$ cat src/rtl/jk_excite_seq.sv
// JK bank excitation driver: one-cycle J/K pulse per accepted target; optional CHECK stage under JK_SEQ_CHECK_EN.
// Accept->J/K next cycle, done 2 (no check) or 3 (check) edges later; in_ready low while busy, source must hold.
module jk_excite_seq #(
  parameter int WIDTH = 4,
  parameter int CNT_W = 8
) (
  input  logic             clk,
  input  logic             rst_n,
  input  logic             in_valid,
  output logic             in_ready,
  input  logic [WIDTH-1:0] in_data,
  input  logic [WIDTH-1:0] q_in,
  output logic [WIDTH-1:0] j_out,
  output logic [WIDTH-1:0] k_out,
  output logic             busy,
  output logic             done,
  output logic             mismatch,
  output logic [CNT_W-1:0] err_cnt
);

  typedef enum logic [1:0] {IDLE, DRIVE, CHECK} state_t;

  state_t state;

`ifdef JK_SEQ_CHECK_EN
  logic [WIDTH-1:0] target;
`else
  assign mismatch = 1'b0;
  assign err_cnt  = '0;
`endif

  assign in_ready = (state == IDLE);
  assign busy     = (state != IDLE);

  always_ff @(posedge clk) begin
    if (!rst_n) begin
      state <= IDLE;
      j_out <= '0;
      k_out <= '0;
      done  <= 1'b0;
`ifdef JK_SEQ_CHECK_EN
      target   <= '0;
      mismatch <= 1'b0;
      err_cnt  <= '0;
`endif
    end else begin
      done <= 1'b0;
`ifdef JK_SEQ_CHECK_EN
      mismatch <= 1'b0;
`endif
      case (state)
        IDLE: begin
          if (in_valid) begin
`ifdef JK_SEQ_CHECK_EN
            target <= in_data;
`endif
            // set only bits rising, reset only bits falling; never toggle
            j_out <= ~q_in & in_data;
            k_out <= q_in & ~in_data;
            state <= DRIVE;
          end
        end
        DRIVE: begin
          j_out <= '0;
          k_out <= '0;
`ifdef JK_SEQ_CHECK_EN
          state <= CHECK;
`else
          state <= IDLE;
          done  <= 1'b1;
`endif
        end
        CHECK: begin
`ifdef JK_SEQ_CHECK_EN
          done <= 1'b1;
          if (q_in != target) begin
            mismatch <= 1'b1;
            if (err_cnt != {CNT_W{1'b1}})
              err_cnt <= err_cnt + 1'b1;
          end
`endif
          state <= IDLE;
        end
        default: state <= IDLE;
      endcase
    end
  end

endmodule

$ cat config.mk
export PLATFORM = sky130hd
export DESIGN_NAME = jk_excite_seq
export DESIGN_NICKNAME = d
export VERILOG_FILES = /design/src/rtl/jk_excite_seq.sv
export SDC_FILE = /design/constraint.sdc
export NUM_CORES = 1
export LEC_CHECK = 0
export ABC_AREA = 1
export CORE_UTILIZATION = 35
export CTS_CLUSTER_SIZE = 24
export DETAILED_ROUTE_END_ITERATION = 7
export PLACE_DENSITY_LB_ADDON = 0.2
export SLEW_MARGIN = 10
export SYNTH_ARGS = -nofsm -noshare
export SYNTH_HDL_FRONTEND = slang
export SYNTH_SLANG_ARGS = --single-unit
$ cat constraint.sdc
create_clock -name clk -period 0.96 [get_ports clk]
set_input_delay 0.144 -clock clk [delete_from_list [all_inputs] [get_ports clk]]
set_output_delay 0.144 -clock clk [all_outputs]
set_load 0.02 [all_outputs]
==> results of run 1 <==
[how the worst max path moves through the flow]
stage               slack, ps     start        to
finish                     50  state[0]  in_ready
global route                4  state[0]  in_ready
CTS                        20  state[0]  in_ready
detailed placement       -160     rst_n  j_out[3]
global placement         -150     rst_n  j_out[3]
floorplan                 130  state[0]  in_ready
[power by group]
part / leakage [nW] / total [mW] / switching [mW] / internal, mW
clock: 0.0138 / 0.278 / 0.134 / 0.144
combinational: 0.287 / 0.224 / 0.135 / 0.0890
sequential: 0.0827 / 0.451 / 0.0111 / 0.440
[per-layer routing]
layer,part of all wire (%),vias up
met5,0,-
met4,0,0
met3,8.2,0
met2,46,21
met1,46,188
li1,-,246
[Yosys cell counts]
| cell type | instances | area, µm² |
|---|---|---|
| buf_4 | 9 | 67.6 |
| nor2_4 | 1 | 11.3 |
| buf_6 | 1 | 11.3 |
| conb_1 | 1 | 3.75 |
| nand2_2 | 1 | 6.26 |
| inv_1 | 19 | 71.3 |
| a21oi_1 | 8 | 40.0 |
| nor2_1 | 8 | 30.0 |
| nand2_1 | 16 | 60.1 |
| inv_2 | 1 | 3.75 |
| dfxtp_1 | 10 | 200 |
| nor3_1 | 1 | 5.00 |
[kinds of logic after synthesis]
logic type,after synthesis,synth area share [%]
buffers and inverters,30,30.1
AND/OR/NAND/NOR,27,22.1
flip-flops,10,39.2
AO/OA/AOI/OAI,8,7.84
other,1,0.735
[registers in the layout, indices dropped and copies added (netlist names)]
| name | flops |
|---|---|
| j_out | 4 |
| k_out | 4 |
| state | 1 |
| done | 1 |
[metrics by stage]
| stage | utilization (%) | area (µm²) |
|---|---|---|
| floorplan | - | 541 |
| global placement | 52.9 | 706 |
| detailed placement | 52.9 | 706 |
| CTS | 50.5 | 673 |
| global route | 50.8 | 677 |
| finish | 50.8 | 677 |
[critical path: cells and delay by family (launching register included)]
kind | cells | cell delay (ps)
buffers and inverters | 2 | 190
flip-flops | 1 | 320
[repair_timing]
item / CTS / global route
setup endpoints to repair: 11 / 6
setup buffers: 0 / 0
gates resized for setup: 44 / 2
pin swaps: 0 / 1
[cell type report]
type | instances | share of cell area [%]
clock buffers | 3 | 3.33
inverters | 20 | 11.1
multi-input cells | 44 | 27.5
flip-flops and latches | 10 | 29.8
well taps | 15 | 2.77
repair buffers | 23 | 25.5
==> impl_results.md, run 1 <==
- Outcome: finished, final reports clean
- Synthesized flop and latch total: 10
- Hold path start: rst_n
- Layout area overhead: 32.6%
- GR met2 Demand/Resource: 20.6%
- Critical path launch point type: register
- CP max-delay cell: dfxtp_2
- Sequential element share of the synthesized area: between 30 and 40%
- Clock Path Buffers: 2
- Port bufs: 21
- Peak VDD IR: just over 0.8 mV
- Worst-case hold path end point: done
- Hold buffers post-CTS: 0
- Worst stage delay on the critical path: 320 ps
- Most frequent cells in the layout: inv_1, nand2_1, clkdlybuf4s50_1, buf_2
- Min Tclk post-route: 910 ps
- Layout cells sized above 1: roughly 20%
- Initial antenna violation count: 0
- All-Layer GR Usage: between 10% and 20%
- Ant diodes: 0
- RePlAce Congestion: ~0.69
- TritonCTS Buffers: 3
- Mean Syn Cell Area: 6.72 µm²
- Global route hottest layer: met2
- CTS tree: built
- Worst-case reg-to-reg path depth: 4
- RSZ-0062 raised after global routing: no
- Inst Count DP: between 100 and 150
- Max Clk Rate: 1100 MHz
- Skew final: 3.05 ps
- Routed wire per std cell: 7.75 µm
- RR Startpoint: state[0]
- Area of the multi-input gates: 186 µm²
- Library cells used by synthesis: 12
- Syn Std Cell Area: 510 µm²
- Core Rows: 13
- CP endpoint kind: output pin
- Post-Route Setup TNS: 0 ps
- Maximum capacitance violations: 0
- First-pass GRT wire length: between 1500 and 2000 µm
- WL final: 891 µm
- Crit path DAT: 770 ps
- Pre-CTS setup slack: -164 ps
- DP HPWL: 672 µm
- Drt first-iter violations: 4
- Final setup viols: 0
- Worst flop-to-flop path endpoint: j_out[3]
- Core ar.: 1330 µm²
- Worst Setup Path Type: reg2out
- Crit Path Max Fanout: 3
- Min Hold Slack: 442 ps
- Design Power: about 950 µW
- # nets final: between 100 and 150
- Die Y: 40.2 µm
- Root buf cell: clkbuf_4
- GRT met1 Usage: 18.6%
- Commonest non-fill, non-tap cell in the layout: inv_1
- Vias: 455
- Worst Slack Setup Final: 50.4 ps
- DRT antenna net count: 0
- Worst skew pair latency: between 200 and 300 ps
- Leakage Power: 0.383 nW
- Grt ovf: 0
- Cells after Synth: 76
- Starting Density: 38.3%
- Reg2reg setup slack: 100 ps
- Endpoints failing hold: 0
- CTS Sinks: 10
- Die Wd: approximately 40 µm
- Power per cell area: about 1400 nW/µm²
- Synth warnings: 0
- Non-filler instance count after layout: between 100 and 150
- # IOs: 31
- Met3 Track Usage GR: 10.0%
- Hold-critical path depth: 3
- Vias in the first global route: 379
- Slew Limit Fails: 0
- DR pass1 iterations: 4
- Critical-path cell list: inv_1, buf_2
- CTS H-tree depth: 1
- Clock-pin slew of the registers on the worst-case setup and hold paths: 60 ps
- Worst Path Required: 820 ps
- DRC viols: 0
- Hold Path Class: in2reg
- Filler cells: roughly 150
- Vias per inst: 3.96
- Tcrit/Tclk final: 94.8%
- Largest net degree at the start of global routing: 18
- Register area: 201 µm²
- Die area: 1620 µm²
(Power assumes the default switching activity.)
==> inputs of run 2 (changes only) <==
--- a/config.mk
+++ b/config.mk
@@ -9,7 +9,7 @@
 export CORE_UTILIZATION = 35
 export CTS_CLUSTER_SIZE = 24
 export DETAILED_ROUTE_END_ITERATION = 7
-export PLACE_DENSITY_LB_ADDON = 0.2
+export PLACE_DENSITY = 0.79
 export SLEW_MARGIN = 10
 export SYNTH_ARGS = -nofsm -noshare
 export SYNTH_HDL_FRONTEND = slang
==> impl_results.md, run 2 (synthesis results as in run 1) <==
- Vias per inst: 4.03
- Worst skew pair latency: 260 ps
- GRT met1 Usage: approximately 16%
- Initial antenna violation count: 0
- Clock-pin slew of the registers on the worst-case setup and hold paths: 70 ps
- Core ar.: 1330 µm²
- Hold Path Class: in2reg
- Post-CTS Resized: 45
- GR met2 Demand/Resource: 18.1%
- Skew final: 0.968 ps
- Post-CTS setup buffer count: 0
- Die Y: 40.2 µm
- Inst Count DP: between 100 and 150
- Layout cells sized above 1: 20.8%
- Grt ovf: 0
- Critical path launch point type: register
- Crit path DAT: 770 ps
- Routed wire per std cell: between 7 and 8 µm
- Worst Path Required: 820 ps
- RePlAce Congestion: 0.730
- Global route hottest layer: met2
- Endpoints failing hold: 0
- Hold buffers post-CTS: 0
- Most frequent cells in the layout: inv_1, nand2_1, buf_2
- CTS tree: built
- Util after Layout: 51.6%
- Maximum capacitance violations: 0
- Min Hold Slack: 442 ps
- Hold-critical path depth: 3
- Peak VDD IR: 0.771 mV
- Commonest non-fill, non-tap cell in the layout: inv_1
- CTS H-tree depth: 1
- Reg2reg setup slack: 60 ps
- Max Clk Rate: 1090 MHz
- TritonCTS Buffers: 3
- Core Rows: 13
- Power per cell area: ~1500 nW/µm²
- Starting Density: 38.3%
- # nets final: 113
- Die Wd: 40.2 µm
- RR Startpoint: state[0]
- Non-filler instance count after layout: 116
- Leakage Power: 0.391 nW
- WL final: 876 µm
- Registers with the most flip-flops: j_out x4, k_out x4
- Root buf cell: clkbuf_4
- Vias: about 470
- Ant diodes: 0
- Min Tclk post-route: 917 ps
- DR pass1 iterations: 2
- DRC viols: 0
- RSZ-0062 raised after global routing: no
- Slew Limit Fails: 0
- CTS Sinks: 10
- CP endpoint kind: output pin
- Hold path start: rst_n
- DRT antenna net count: 0
- Final setup viols: 0
- Tcrit/Tclk final: 95.5%
- Worst flop-to-flop path endpoint: k_out[3]
- Outcome: finished, final reports clean
- # IOs: 31
- Die area: 1620 µm²
- Worst-case reg-to-reg path depth: 4
- Worst Setup Path Type: reg2out
- Met3 Track Usage GR: 5.00%
- DP HPWL: 684 µm
- Largest net degree at the start of global routing: 18
- Drt first-iter violations: 2
- First-pass GRT wire length: 1360 µm
- Worst-case hold path end point: done
- Layout area overhead: 34.8%
- Clock Path Buffers: 2
- All-Layer GR Usage: 12.9%
- Crit Path Max Fanout: 3
- Port bufs: 21
- Vias in the first global route: between 300 and 400
[run 2: area by class of cell]
cell class              count  area, µm²
clock buffers               4       36.3
fillers                   141        646
inverters                  20       75.1
multi-input cells          44        186
flip-flops and latches     10        201
well taps                  15       18.8
repair buffers             23        170
[run 2: through the flow]
| stage | setup WS (ps) | instance area, µm² | setup TNS [ps] | power, mW |
|---|---|---|---|---|
| floorplan | 126 | 541 | 0 | 0.627 |
| global placement | -129 | 706 | -2040 | 0.704 |
| detailed placement | -165 | 706 | -2290 | 0.708 |
| CTS | 38.5 | 688 | 0 | 1.06 |
| global route | 1.16 | 688 | 0 | 1.11 |
| finish | 43.2 | 688 | 0 | 1.05 |
[run 2: worst max-delay path by stage]
| stage | start | end | slack, ps |
|---|---|---|---|
| 6_report | state[0] | in_ready | 40 |
| 3_3_place_gp | rst_n | k_out[1] | -130 |
| 2_1_floorplan | state[0] | in_ready | 130 |
| 4_1_cts | state[0] | k_out[3] | 40 |
| 5_1_grt | state[0] | k_out[3] | 1 |
| 3_5_place_dp | rst_n | k_out[3] | -160 |
[run 2: critical path, cell delays in order (launching register included)]
cell and delay [ps]:
dfxtp_2 340, inv_1 30, buf_2 140
[run 2: routing by layer]
layer  vias up  part of all wire (%)
met5         -                     0
met4         0                   1.6
met3         4                   8.8
met2        22                    45
met1       192                    44
li1        249                     -
[run 2: power by group]
group / total [mW] / leakage [nW] / switching, mW / internal [mW]
registers: 0.451 / 0.0827 / 0.0113 / 0.440
logic: 0.223 / 0.287 / 0.136 / 0.0874
clock network: 0.372 / 0.0210 / 0.142 / 0.230
